$ cat config.mk
export PLATFORM = sky130hd
export DESIGN_NAME = fb_writer
export DESIGN_NICKNAME = d
export VERILOG_FILES = /design/src/rtl/fb_pkg.sv /design/src/rtl/fb_writer.sv
export SDC_FILE = /design/constraint.sdc
export NUM_CORES = 1
export LEC_CHECK = 0
export CORE_MARGIN = 2
export CORE_UTILIZATION = 52
export CTS_CLUSTER_DIAMETER = 100
export DETAILED_ROUTE_END_ITERATION = 16
export GPL_TIMING_DRIVEN = 1
export PLACE_DENSITY_LB_ADDON = 0.15
export RECOVER_POWER = 50
export SLEW_MARGIN = 5
export SYNTH_ARGS = -nofsm -noshare
export SYNTH_HDL_FRONTEND = slang
export SYNTH_SLANG_ARGS = --single-unit
$ cat constraint.sdc
create_clock -name clk -period 3.25 [get_ports clk]
set_input_delay 0.8125 -clock clk [delete_from_list [all_inputs] [get_ports clk]]
set_output_delay 0.8125 -clock clk [all_outputs]
set_load 0.03 [all_outputs]
$ cat src/rtl/fb_pkg.sv
// Shared framebuffer constants and the writer state encoding.
package fb_pkg;

  localparam int FB_DATA_WIDTH   = 20;
  localparam int FB_ADDR_WIDTH   = 14;
  localparam int FB_FRAME_PIXELS = 16384;

  typedef enum logic [1:0] {
    IDLE      = 2'd0,
    WRITE     = 2'd1,
    WAIT_SWAP = 2'd2
  } fb_state_t;

endpackage

$ cat src/rtl/fb_writer.sv
// Back-buffer write stage: turns an SOF-marked pixel stream into linear
// framebuffer writes and flips the buffer selection on the display's frame
// boundary once a full frame has landed.
module fb_writer
  import fb_pkg::*;
#(
  parameter int DATA_WIDTH   = FB_DATA_WIDTH,
  parameter int ADDR_WIDTH   = FB_ADDR_WIDTH,
  parameter int FRAME_PIXELS = FB_FRAME_PIXELS
) (
  input  logic                  clk,
  input  logic                  rst_n,
  input  logic [DATA_WIDTH-1:0] s_data,
  input  logic                  s_valid,
  input  logic                  s_sof,
  output logic                  s_ready,
  input  logic                  frame_sync,
  output logic [DATA_WIDTH-1:0] fb_wdata,
  output logic [ADDR_WIDTH-1:0] fb_waddr,
  output logic                  fb_we,
  output logic                  selection,
  output logic                  swap_pulse,
  output logic                  sof_err
);

  // One extra bit so a frame of exactly 2**ADDR_WIDTH pixels is representable.
  localparam int CW = ADDR_WIDTH + 1;
  localparam logic [CW-1:0] LAST_IDX = CW'(FRAME_PIXELS - 1);

  fb_state_t             state, state_next;
  logic [CW-1:0]         cnt, cnt_next;
  logic                  ready_next;
  logic                  we_next;
  logic [ADDR_WIDTH-1:0] waddr_next;
  logic [DATA_WIDTH-1:0] wdata_next;
  logic                  sel_next;
  logic                  swap_next;
  logic                  err_next;
  logic                  accept;

  assign accept = s_valid & s_ready;

  // Next-state, counter and registered-output decode.
  always_comb begin
    state_next = state;
    cnt_next   = cnt;
    we_next    = 1'b0;
    waddr_next = fb_waddr;
    wdata_next = fb_wdata;
    sel_next   = selection;
    swap_next  = 1'b0;
    err_next   = 1'b0;
    case (state)
      IDLE: begin
        // Anything before the first SOF is dropped on the floor.
        if (accept && s_sof) begin
          we_next    = 1'b1;
          waddr_next = '0;
          wdata_next = s_data;
          cnt_next   = CW'(1);
          state_next = WRITE;
        end
      end
      WRITE: begin
        if (accept) begin
          we_next    = 1'b1;
          wdata_next = s_data;
          if (s_sof) begin
            // Early SOF: restart the frame from address 0 and flag it.
            waddr_next = '0;
            cnt_next   = CW'(1);
            err_next   = 1'b1;
          end else begin
            waddr_next = cnt[ADDR_WIDTH-1:0];
            if (cnt == LAST_IDX) begin
              cnt_next   = '0;
              state_next = WAIT_SWAP;
            end else begin
              cnt_next = cnt + CW'(1);
            end
          end
        end
      end
      WAIT_SWAP: begin
        // Entering this state one edge after the last acceptance guarantees
        // the final write has retired before selection can move.
        if (frame_sync) begin
          sel_next   = ~selection;
          swap_next  = 1'b1;
          state_next = IDLE;
        end
      end
      default: begin
        state_next = IDLE;
        cnt_next   = '0;
      end
    endcase
    ready_next = (state_next != WAIT_SWAP);
  end

  // State, counter and all outputs are registered.
  always_ff @(posedge clk or negedge rst_n) begin
    if (!rst_n) begin
      state      <= IDLE;
      cnt        <= '0;
      s_ready    <= 1'b0;
      fb_we      <= 1'b0;
      fb_waddr   <= '0;
      fb_wdata   <= '0;
      selection  <= 1'b0;
      swap_pulse <= 1'b0;
      sof_err    <= 1'b0;
    end else begin
      state      <= state_next;
      cnt        <= cnt_next;
      s_ready    <= ready_next;
      fb_we      <= we_next;
      fb_waddr   <= waddr_next;
      fb_wdata   <= wdata_next;
      selection  <= sel_next;
      swap_pulse <= swap_next;
      sof_err    <= err_next;
    end
  end

endmodule

# --- After elaboration in Yosys (flattened, before gate mapping) ---
# Cells that the tools add are included.
classes:
  n_addsub: 1
  eq_ne: 6
  mux: 26
  n_bitwise: 3
  reduce_logical: 6
ops:
  columns: ["cell", "n"]
  rows:
  - ["2-to-1 mux 15 bit", 4]
  - ["case mux 15 bit (3 select lines)", 1]
  - ["2-to-1 mux 14 bit", 3]
  - ["2-to-1 mux 20 bit", 2]
  - ["case mux 20 bit (2 select lines)", 1]
  - ["case mux 14 bit (2 select lines)", 1]
  - ["adder 15 x 1 -> 15 bit (second input constant)", 1]
  - ["equality test 15 x 14 -> 1 bit (second input constant)", 1]
  - ["2-to-1 mux 2 bit", 5]
  - ["2-to-1 mux 1 bit", 7]
  - ["!= test 2 bit (second input constant)", 3]
  - ["case mux 2 bit (3 select lines)", 1]
  - ["AND reduction 3 bit", 2]
  - ["equality test 2 x 1 -> 1 bit (second input constant)", 1]
  - ["equality test 2 bit (second input constant)", 1]
  - ["logical NOT 2 bit", 1]
  - ["NOT 1 bit", 2]
  - ["case mux 1 bit (2 select lines)", 1]
  - ["AND reduction 2 bit", 1]
  - ["nonzero test 2 bit", 1]
  - ["bitwise AND 1 bit", 1]
  - ["logical AND 1 bit", 1]
word_totals:
  reg_bits: 56
  inputBits: 25
  output_inout_bits: 39
  wordCells: 51

# --- Longest topological paths before layout ---
logic_depth:
  word_depth: 6
  mapped_depth: 7
  ltp_nobuf: 5

# --- Least setup slack after synthesis ---
# No wires, ideal clock.
synth_path:
  path_kind: "input -> register"
  from: "input port s_sof"
  to: "register cnt[13]"
  setup_ps: 82
  arrival_ps: 1791
  t_required_ps: 3168
  path_slack_ps: 1377
  path_stages: 5
  n_path_buf: 1
  cell_sequence: "or3b_1 > buf_6 > a41oi_4 > o21ai_1 > a31oi_1"
synth_between:
  elab_chain_cells: 3
  elab_cells_between_ends: 6
  cone_classes: "eq/ne (1); mux (3); reduce/logical (2)"
synth_lines:
  columns: ["element", "line", "text"]
  rows:
  - ["start: declaration", "fb_writer.sv:15", "input logic s_sof,"]
  - ["2-to-1 mux 15 bit / logical AND 1 bit (equally long branches)", "fb_writer.sv:68, fb_writer.sv:56", null]
  - ["2-to-1 mux 15 bit / != test 2 bit (equally long branches)", null, null]
  - ["case mux 15 bit (3 select lines) / AND reduction 3 bit (equally long branches)", null, null]
  - ["end signal: assignment", "fb_writer.sv:115", "cnt <= cnt_next;"]
  - ["end: declaration", "fb_writer.sv:31", "logic [CW-1:0] cnt, cnt_next;"]
# Several ways; a longest one is shown, not always the timed one. The select of a mux whose other input is x is not followed.
# A chain may end at the register's enable or synchronous reset.

# --- Final worst setup path ---
layout_path:
  from: "input port s_valid"
  to: "register fb_waddr[12]"
layout_between:
  elab_chain_cells: 4
  elab_cells_between_ends: 5
  cone_classes: "eq/ne (2); bitwise (1); reduce/logical (2)"
layout_lines:
  columns: ["element", "line", "text"]
  rows:
  - ["start: declaration", "fb_writer.sv:14", "input logic s_valid,"]
  - ["bitwise AND 1 bit (*)", "fb_writer.sv:41", "assign accept = s_valid & s_ready;"]
  - ["logical AND 1 bit", "fb_writer.sv:56", "if (accept && s_sof) begin"]
  - ["!= test 2 bit (no line)", null, null]
  - ["AND reduction 3 bit (no line) (*)", null, null]
  - ["end signal: assignment", "fb_writer.sv:118", "fb_waddr <= waddr_next;"]
  - ["end: declaration", "fb_writer.sv:19", "output logic [ADDR_WIDTH-1:0] fb_waddr,"]
# Mark *: on every way between the ends. The rest lies on a longest branch, timed or not.

==> run_results.csv <==
group,metric,value,unit
timing,hold_viol,0,
clocking,clkTransAtPathRegs,90,ps
die,rows,25,
drt,post-route-drc-count,0,
die,die-area,5340,sq um
die,start_util,0.5323,
timing,tightest_slew,945.7,ps
clocking,tritoncts,"yes",
setup_path,path_max_fanout,33,
synth,syn_nets,295,
placed_design,place_area,3133,sq um
setup_path,slowest_delay,590,ps
finish,diodes,0,
drt,routed_wl,5518,microns
setup_path,rr_endpoint,"state[0]",
clocking,cts_hold_buffers,0,
timing,setup_viol,0,
synth,yosysTopAreaCell,"dfrtp_1",
setup_path,r2r_start,"cnt[1]",
synth,yosysMostFrequentCell,"nand2_1",
drt,via_per_inst,5.448,
clocking,cts_resized,0,
clocking,htreeDepth,2,
synth,synth_flop_cell,"dfrtp_1",
die,coreArea,4661,sq um
synth,syn_avg_cell_area,9.224,sq um
global_route,grt_antenna_before_repair,0,
setup_path,reg2regPathDepth,5,
finish,postLayoutCellArea,3217,sq um
die,die_w,73.08,microns
synth,synth_area_leaders,"dfrtp_1 56%, nand2_1 15%, nand3_1 3.4%",
flow_run,cap_violations,0,
global_route,overflow,0,
synth,synth_cell_type_count,39,
timing,skew,7.863,ps
synth,syn_inst,269,
setup_path,cp.required,3490,ps
finish,layout-drive-gt1-share,0.04518,
drt,via_count,2103,
timing,drv_slew,0,
placed_design,hpwl,3831,microns
timing,max_freq,407.1,MHz
timing,finalCritPeriodShare,0.7558,
power,power_density,435.6,nW/um^2
setup_path,rrSetupSlack,1130,ps
die,ios,64,
global_route,grt_max_degree,44,
setup_path,critPathLaunch,"s_valid",
timing,slew_headroom,0.3695,
global_route,grt_use_total,0.2182,
finish,multi_input_area,988.4,sq um
drt,firstDrtPassIters,4,
placed_design,port_buffers,63,
timing,fin_setup_tns,0,ps
finish,fillers,369,
setup_path,cp_data_arrival_time,2700,ps
setup_path,slowest_stage,"dlygate4sd3_1",
finish,synthToLayoutAreaGrowth,29.65,%
drt,wl_per_cell,14.30,microns
die,die_h,73.08,microns
clocking,clock_latency,300,ps
drt,ant_nets,0,
power,cellLeakagePower,1.541,nW
synth,synth_common_cells,"98 x nand2_1, 56 x dfrtp_1, 17 x nand3_1",
setup_path,crit_chain,"dlygate4sd3_1 > nand3b_1 > nand2b_1 > inv_2 > nand3_1 > nand2_1",
clocking,cts-root-buf,"clkbuf_8",
synth,yosysTopAreaCellShare,0.5648,
clocking,cts_made_buffers,5,
power,ir_drop,0.3391,mV
global_route,grt_pass1_vias,1906,
synth,ys_seq_area_frac,0.5648,
clocking,cts_buffer_depth,2,
synth,synth-seq-cells,56,
synth,yosys_warnings,0,
worst_hold_path,hp-class,"reg -> reg",
synth,synth_async_sr_flop_share,1.000,
setup_path,worstSetupStartpointType,"input port",
outcome,status,"complete, no violations",
setup_path,end_kind,"flop",
global_route,grt_pass1_wl,8963,microns
timing,grt_setup_unrepaired,"no",
setup_path,crit_type,"in -> reg",
setup_path,setup.worst_path.end,"fb_waddr[12]",
clocking,postCtsSetupRepairBufs,0,
timing,min_period,2456,ps
synth,synth_edf_count,0,
placed_design,routabilityCongestion,0.8711,
finish,final_nets,357,
drt,drtIter0Drc,149,
synth,synth_area,2481,sq um
clocking,cts_sinks,56,
finish,regArea,1401,sq um
logic make-up after synthesis:
family | synth area share
compound gates | 0.1104
simple gates | 0.2759
xor+xnor | 0.003531
mux | 0.004034
flops | 0.5648
fa+ha+maj | 0.005042
buf+inv | 0.03631
registers in the layout (all words and copies together), names as in the netlist:
register and cells:
fb_wdata 20, state 2, swap_pulse 1, selection 1, fb_we 1, sof_err 1
s_ready 1, fb_waddr 14, cnt 15
per-stage QoR:
step	worst slack (ps)	power, mW	cells	hold slack [ps]	utilization
finish	793.6	1.401	386	469.5	0.6902
global route	643.9	1.479	386	486.1	0.6902
CTS	851.3	1.422	386	476.7	0.6913
detailed placement	527.2	1.051	378	455.3	0.6722
global placement	573.1	1.048	378	449.4	0.6722
floorplan	1377	0.9184	269	485.3	-
worst min path at each step:
stage                           start  cells past startpoint  slack (ps)           to
after floorplan               cnt[13]                      1         490      cnt[13]
after global placement    fb_waddr[2]                      2         450  fb_waddr[2]
after detailed placement  fb_waddr[2]                      2         460  fb_waddr[2]
after CTS                   selection                      1         480    selection
after global routing      fb_waddr[3]                      2         490  fb_waddr[3]
final                     fb_waddr[3]                      2         470  fb_waddr[3]
layout make-up:
cell class,count,area share
clock buffers,6,0.02256
clock inverters,2,0.005056
inverters,5,0.005834
multi-input cells,196,0.3073
flip-flops and latches,56,0.4356
well taps,54,0.02100
repair buffers,67,0.2026
power by group:
part           switching, mW  internal [mW]  leakage, nW  total, mW
Sequential            0.0321          0.738        0.726      0.770
Clock                  0.217          0.154       0.0414      0.371
Combinational          0.156          0.105        0.774      0.261
cells in the final DEF (no fill, tap or decap), drive strengths merged, types with 7 or more instances in the layout:
cell type / instances
nand3: 17
nand2: 98
o21ai: 13
clkbuf: 7
dfrtp: 56
clkdlybuf4s50: 50
a31oi: 13
dlygate4sd3: 12
critical path: cells and delay by family:
family / cells / cell delay (ps)
buffers and inverters: 2 / 1110
and+or+nand+nor: 4 / 760
layer usage:
| metal | wire length [microns] | part of all wire | GRT usage |
|---|---|---|---|
| met5 | 0 | 0 | 0 |
| met4 | 45 | 0.0082 | 0.06996 |
| met2 | 2572 | 0.47 | 0.3373 |
| met3 | 338 | 0.061 | 0.04972 |
| met1 | 2561 | 0.46 | 0.3063 |
Note: power is estimated with default switching activity, not from simulation.
